--- src/rtl/pipe_stall_flush_ctrl.sv ---
// Purpose: pipeline hazard controller; merges stage stall requests into a thermometer stall vector and sequences flushes.
// Latency: stall/flush_ack combinational; flush/flush_busy/new_pc follow 1 cycle after acceptance, held FLUSH_CYCLES cycles.
// Backpressure: flush_req is not queued; the requester holds it until flush_ack. Optional perf counters under PIPE_CTRL_PERF_EN.
module pipe_stall_flush_ctrl #(
    parameter int NUM_STAGES    = 6,
    parameter int ADDR_W        = 32,
    parameter int FLUSH_CYCLES  = 1,
    parameter int STALL_TIMEOUT = 64,
    parameter int CNT_W         = 16
) (
    input  logic                  clk,
    input  logic                  rst,
    input  logic [NUM_STAGES-1:0] stallreq,
    input  logic                  flush_req,
    input  logic [ADDR_W-1:0]     flush_pc,
    output logic [NUM_STAGES-1:0] stall,
    output logic                  flush,
    output logic [ADDR_W-1:0]     new_pc,
    output logic                  flush_ack,
    output logic                  flush_busy,
    output logic                  stall_timeout,
    output logic [31:0]           stall_cycles,
    output logic [31:0]           flush_count
);

    localparam logic [0:0]       ST_RUN     = 1'b0;
    localparam logic [0:0]       ST_FLUSH   = 1'b1;
    localparam logic [3:0]       FLUSH_LAST = 4'(FLUSH_CYCLES - 1);
    localparam logic [CNT_W-1:0] TIMEOUT_V  = CNT_W'(STALL_TIMEOUT);
    localparam logic [CNT_W-1:0] CNT_MAX    = '1;
    localparam bit               WD_EN      = (STALL_TIMEOUT != 0);

    logic [0:0]            state_q, state_d;
    logic [3:0]            flush_cnt_q, flush_cnt_d;
    logic [ADDR_W-1:0]     new_pc_q, new_pc_d;
    logic [CNT_W-1:0]      scnt_q, scnt_d, scnt_inc;
    logic                  stall_timeout_q, stall_timeout_d;
    logic [NUM_STAGES-1:0] stall_raw;
    logic                  hit;
    logic                  accept;
    logic                  stall_any;

    // Thermometer: every stage at or below the highest requester stalls
    always_comb begin
        stall_raw = '0;
        hit       = 1'b0;
        for (int k = NUM_STAGES - 1; k >= 0; k--) begin
            hit          = hit | stallreq[k];
            stall_raw[k] = hit;
        end
    end

    // Request acceptance and stall gating; a flush in progress or being accepted preempts any stall
    always_comb begin
        accept    = !rst && (state_q == ST_RUN) && flush_req;
        flush_ack = accept;
        stall     = (!rst && (state_q == ST_RUN) && !flush_req) ? stall_raw : '0;
        stall_any = |stall;
    end

    // Flush sequencer next state: latch redirect on acceptance, count down the flush window
    always_comb begin
        state_d     = state_q;
        flush_cnt_d = flush_cnt_q;
        new_pc_d    = new_pc_q;
        if (state_q == ST_RUN) begin
            if (flush_req) begin
                state_d     = ST_FLUSH;
                flush_cnt_d = FLUSH_LAST;
                new_pc_d    = flush_pc;
            end
        end else begin
            if (flush_cnt_q == 4'd0) begin
                state_d = ST_RUN;
            end else begin
                flush_cnt_d = flush_cnt_q - 4'd1;
            end
        end
    end

    // Watchdog next state: saturating run-length of stalled cycles, sticky flag cleared by a flush acceptance
    always_comb begin
        scnt_inc        = (scnt_q == CNT_MAX) ? scnt_q : scnt_q + 1'b1;
        scnt_d          = stall_any ? scnt_inc : '0;
        stall_timeout_d = stall_timeout_q;
        if (WD_EN && stall_any && (scnt_inc == TIMEOUT_V)) begin
            stall_timeout_d = 1'b1;
        end
        if (accept) begin
            stall_timeout_d = 1'b0;
        end
    end

    // Control state registers
    always_ff @(posedge clk) begin
        if (rst) begin
            state_q         <= ST_RUN;
            flush_cnt_q     <= 4'd0;
            new_pc_q        <= '0;
            scnt_q          <= '0;
            stall_timeout_q <= 1'b0;
        end else begin
            state_q         <= state_d;
            flush_cnt_q     <= flush_cnt_d;
            new_pc_q        <= new_pc_d;
            scnt_q          <= scnt_d;
            stall_timeout_q <= stall_timeout_d;
        end
    end

    assign flush         = (state_q == ST_FLUSH);
    assign flush_busy    = (state_q == ST_FLUSH);
    assign new_pc        = new_pc_q;
    assign stall_timeout = stall_timeout_q;

`ifdef PIPE_CTRL_PERF_EN
    logic [31:0] stall_cycles_q, stall_cycles_d;
    logic [31:0] flush_count_q, flush_count_d;

    // Perf counter next values: wrapping counts of stalled cycles and accepted flushes
    always_comb begin
        stall_cycles_d = stall_any ? stall_cycles_q + 32'd1 : stall_cycles_q;
        flush_count_d  = accept ? flush_count_q + 32'd1 : flush_count_q;
    end

    // Perf counter registers
    always_ff @(posedge clk) begin
        if (rst) begin
            stall_cycles_q <= 32'd0;
            flush_count_q  <= 32'd0;
        end else begin
            stall_cycles_q <= stall_cycles_d;
            flush_count_q  <= flush_count_d;
        end
    end

    assign stall_cycles = stall_cycles_q;
    assign flush_count  = flush_count_q;
`else
    assign stall_cycles = 32'd0;
    assign flush_count  = 32'd0;
`endif

endmodule

--- config.mk ---
export PLATFORM = sky130hd
export DESIGN_NAME = pipe_stall_flush_ctrl
export DESIGN_NICKNAME = d
export VERILOG_FILES = /design/src/rtl/pipe_stall_flush_ctrl.sv
export SDC_FILE = /design/constraint.sdc
export NUM_CORES = 1
export LEC_CHECK = 0
export ABC_CLOCK_PERIOD_IN_PS = 2000
export BUFFER_PORTS_ARGS = -buffer_cell sky130_fd_sc_hd__buf_2
export CORE_MARGIN = 2
export CORE_UTILIZATION = 41
export CTS_CLUSTER_DIAMETER = 60
export DETAILED_ROUTE_END_ITERATION = 7
export PLACE_DENSITY = 0.76
export SYNTH_ARGS = -nofsm -noshare
export SYNTH_HDL_FRONTEND = slang
export SYNTH_SLANG_ARGS = --single-unit
export TNS_END_PERCENT = 10
--- constraint.sdc ---
create_clock -name clk -period 2 [get_ports clk]
set_input_delay 0.5 -clock clk [delete_from_list [all_inputs] [get_ports clk]]
set_output_delay 0.5 -clock clk [all_outputs]
set_load 0.05 [all_outputs]
==> results_dict.tcl <==
set metrics [dict create \
    die_area_um2 7690 \
    min_from "flush_pc[3]" \
    clock_latency_ns 0.31 \
    timing.final.crit_share_pct 96.2 \
    grt_pass1_vias 2183 \
    fin_crit_ns 1.92 \
    final_cells 547 \
    met3_usage_pct 3.96 \
    ys_seq_elements 54 \
    crit_type "in -> out" \
    cts_sinks 54 \
    ctsHtreeMaxLevel 2 \
    power_density_nw_per_um2 763 \
    die_y_um 87.7 \
    postLayoutCoreUtil_pct 49.0 \
    synth_xor_area_share_pct 2.44 \
    finalHoldViolations 0 \
    detail_route.wl_per_cell_um 10.9 \
    grtUsageMet2_pct 26.3 \
    timing.hold.worst_path_depth 3 \
    yosysTopAreaCellShare_pct 37.6 \
    syn_area_per_cell_um2 7.76 \
    status "completed" \
    vias 2473 \
    ys.flop_type "dfxtp_1" \
    synth.top_cells.by_area "dfxtp_1 38%, buf_4 17%, nand2_1 9.5%" \
    max_cap_viol_count 0 \
    num_rows 30 \
    total_power_mw 2.54 \
    syn_inst 370 \
    yosysMostFrequentCell "nand2_1" \
    cts_buffers 5 \
    stdcell_area_um2 3330 \
    synthArstFlopShare_pct 0 \
    wl_um 5980 \
    leakage_nw 1.56 \
    setup_ws_ns 0.0764 \
    fin_worst_skew_ns 0.00705 \
    diodes 0 \
    synth_edf_count 0 \
    grtUsageTotal_pct 15.3 \
    cp_slowest_cell "nor4_4" \
    cp_num_buf_inv 3 \
    postCtsSetupBuffers 0 \
    muxShareOfSynthArea_pct 2.09 \
    initial_utilization_pct 42.3 \
    use_met1_pct 18.3 \
    required_ns 1.50 \
    die_w_um 87.7 \
    cts_root_buf "clkbuf_8" \
    synth_top_area_cell "dfxtp_1" \
    synth-simple-area-share_pct 23.4 \
    synth-compound-area-share_pct 12.3 \
    fin_nets 493 \
    netlist_area_um2 2870 \
    ant_nets 0 \
    drive_gt1_share_pct 26.4 \
    ir_worst_vdd_v 0.000397 \
    clkTransAtPathRegs_ns 0.10 \
    crit_family "buffers and inverters" \
    top_usage_layer "met2" \
    grt_max_degree 36 \
    setup_viol_count_final 0 \
    synthAdderAreaFrac_pct 0.871 \
    preCtsSetupSlack_ns -0.119 \
    fin_setup_tns_ns 0 \
    numPortBuffers 82 \
    seq_area_frac_synth_pct 37.6 \
    synth.distinct_cells 44 \
    pin_count 147 \
    via_per_inst 4.52 \
    fmax_mhz 520 \
    hp-class "in -> reg" \
    start_kind "input port" \
    reg2reg_depth 7 \
    dp_hpwl_um 4430 \
    cp_slowest_stage_delay_ns 0.28 \
    fp.coreArea_um2 6790 \
    r2r_setup_slack_ns 0.13 \
    place_congestion 0.811 \
    drc 0 \
    grt_pass1_wl_um 9530 \
    hold_buffers 0 \
    drt_iter0_drc 69 \
    overflow 0 \
    r2r_end "stall_timeout$_SDFFE_PP0P_" \
    cp.arrival_ns 1.42 \
    synth_top_family_by_area "simple AND/OR/NAND/NOR gates" \
    area_delta_synth_final_pct 15.9 \
    final_max_slew_viol_count 0 \
    yosys_warnings 0 \
    min_to "new_pc[3]$_SDFFE_PP0P_" \
    end_kind "output port" \
    clock_path_buffers 2 \
    critical_path.max_fanout 2 \
    crit_chain "buf_2 -> nor4_4 -> nand2_1 -> o21ai_2 -> inv_1 -> buf_4" \
    cts_tree "yes" \
    drtPass1Iterations 4 \
    fin_hold_ws_ns 0.415 \
    rsz0062_at_grt "true" \
    r2r_start "scnt_q[0]$_SDFF_PP0_" \
    numPlacedInstances 539 \
    dpl_cell_area_um2 3160 \
    antenna_found_initial 0 \
    ys_top_cells_by_count "73 x nand2_1, 66 x buf_4, 54 x dfxtp_1" \
]
## power breakdown
part / internal, mW / switching, mW
Clock: 0.374 / 0.356
Sequential: 1.12 / 0.0229
Combinational: 0.116 / 0.555
## cell usage in the layout (no fill, tap or decap), types with 4 or more instances in the layout
cell	count
nor2_1	27
a21oi_1	36
clkbuf_8	5
xor2_1	4
nand2b_1	4
mux2i_1	6
o21ai_0	7
buf_4	16
dfxtp_1	52
nor3_1	6
nand4_1	8
conb_1	64
buf_2	77
nand3_1	9
nand2_1	73
xnor2_1	4
inv_1	6
## worst min-delay path: stages
cell and delay, ns:
buf_2 0.09, nand2_1 0.04, a21oi_1 0.05
## sequential cells by signal, indices dropped and copies added, names as in the netlist
name / flops
flush: 1
scnt_q: 16
flush_cnt_q: 4
stall_timeout: 1
new_pc: 32
## cells by family (layout without fill, tap and decap cells)
logic type,count (synthesis),count (layout)
flip-flops,54,54
other,1,64
AND/OR/NAND/NOR,146,146
buffers and inverters,91,109
multiplexers,6,6
AO/OA/AOI/OAI,62,62
XOR/XNOR,8,8
adder cells (fa/ha/maj),2,2
## layout make-up
| class | count | area, um^2 |
|---|---|---|
| clock buffer | 6 | 72.6 |
| clock inverter | 2 | 37.5 |
| fill | 662 | 3470 |
| inverter | 6 | 22.5 |
| multi-input combinational | 288 | 1460 |
| sequential | 54 | 1080 |
| tap | 96 | 120 |
| timing repair buffer | 95 | 528 |
## routing by layer
layer / routed length [um] / part of all wire [%]
met5: 0 / 0
met4: 99 / 1.7
met3: 402 / 6.7
met2: 2920 / 49
met1: 2560 / 43
## worst max path at each step
stage,from,cells after the start,endpoint,slack [ns]
after detailed placement,stallreq[4],6,stall[0],-0.12
after global routing,stallreq[4],6,stall[0],0.006
after CTS,stallreq[4],6,stall[0],0.007
after floorplan,flush$_SDFF_PP0_,2,stall[2],-0.17
after global placement,stallreq[4],6,stall[0],-0.09
final,stallreq[4],6,stall[0],0.08
## what timing repair did
action / CTS / global route
endpoints found under the setup margin: 5 / 6
resized for setup: 9 / 9
pin swaps: 0 / 0
Note: power is estimated with default switching activity, not from simulation.
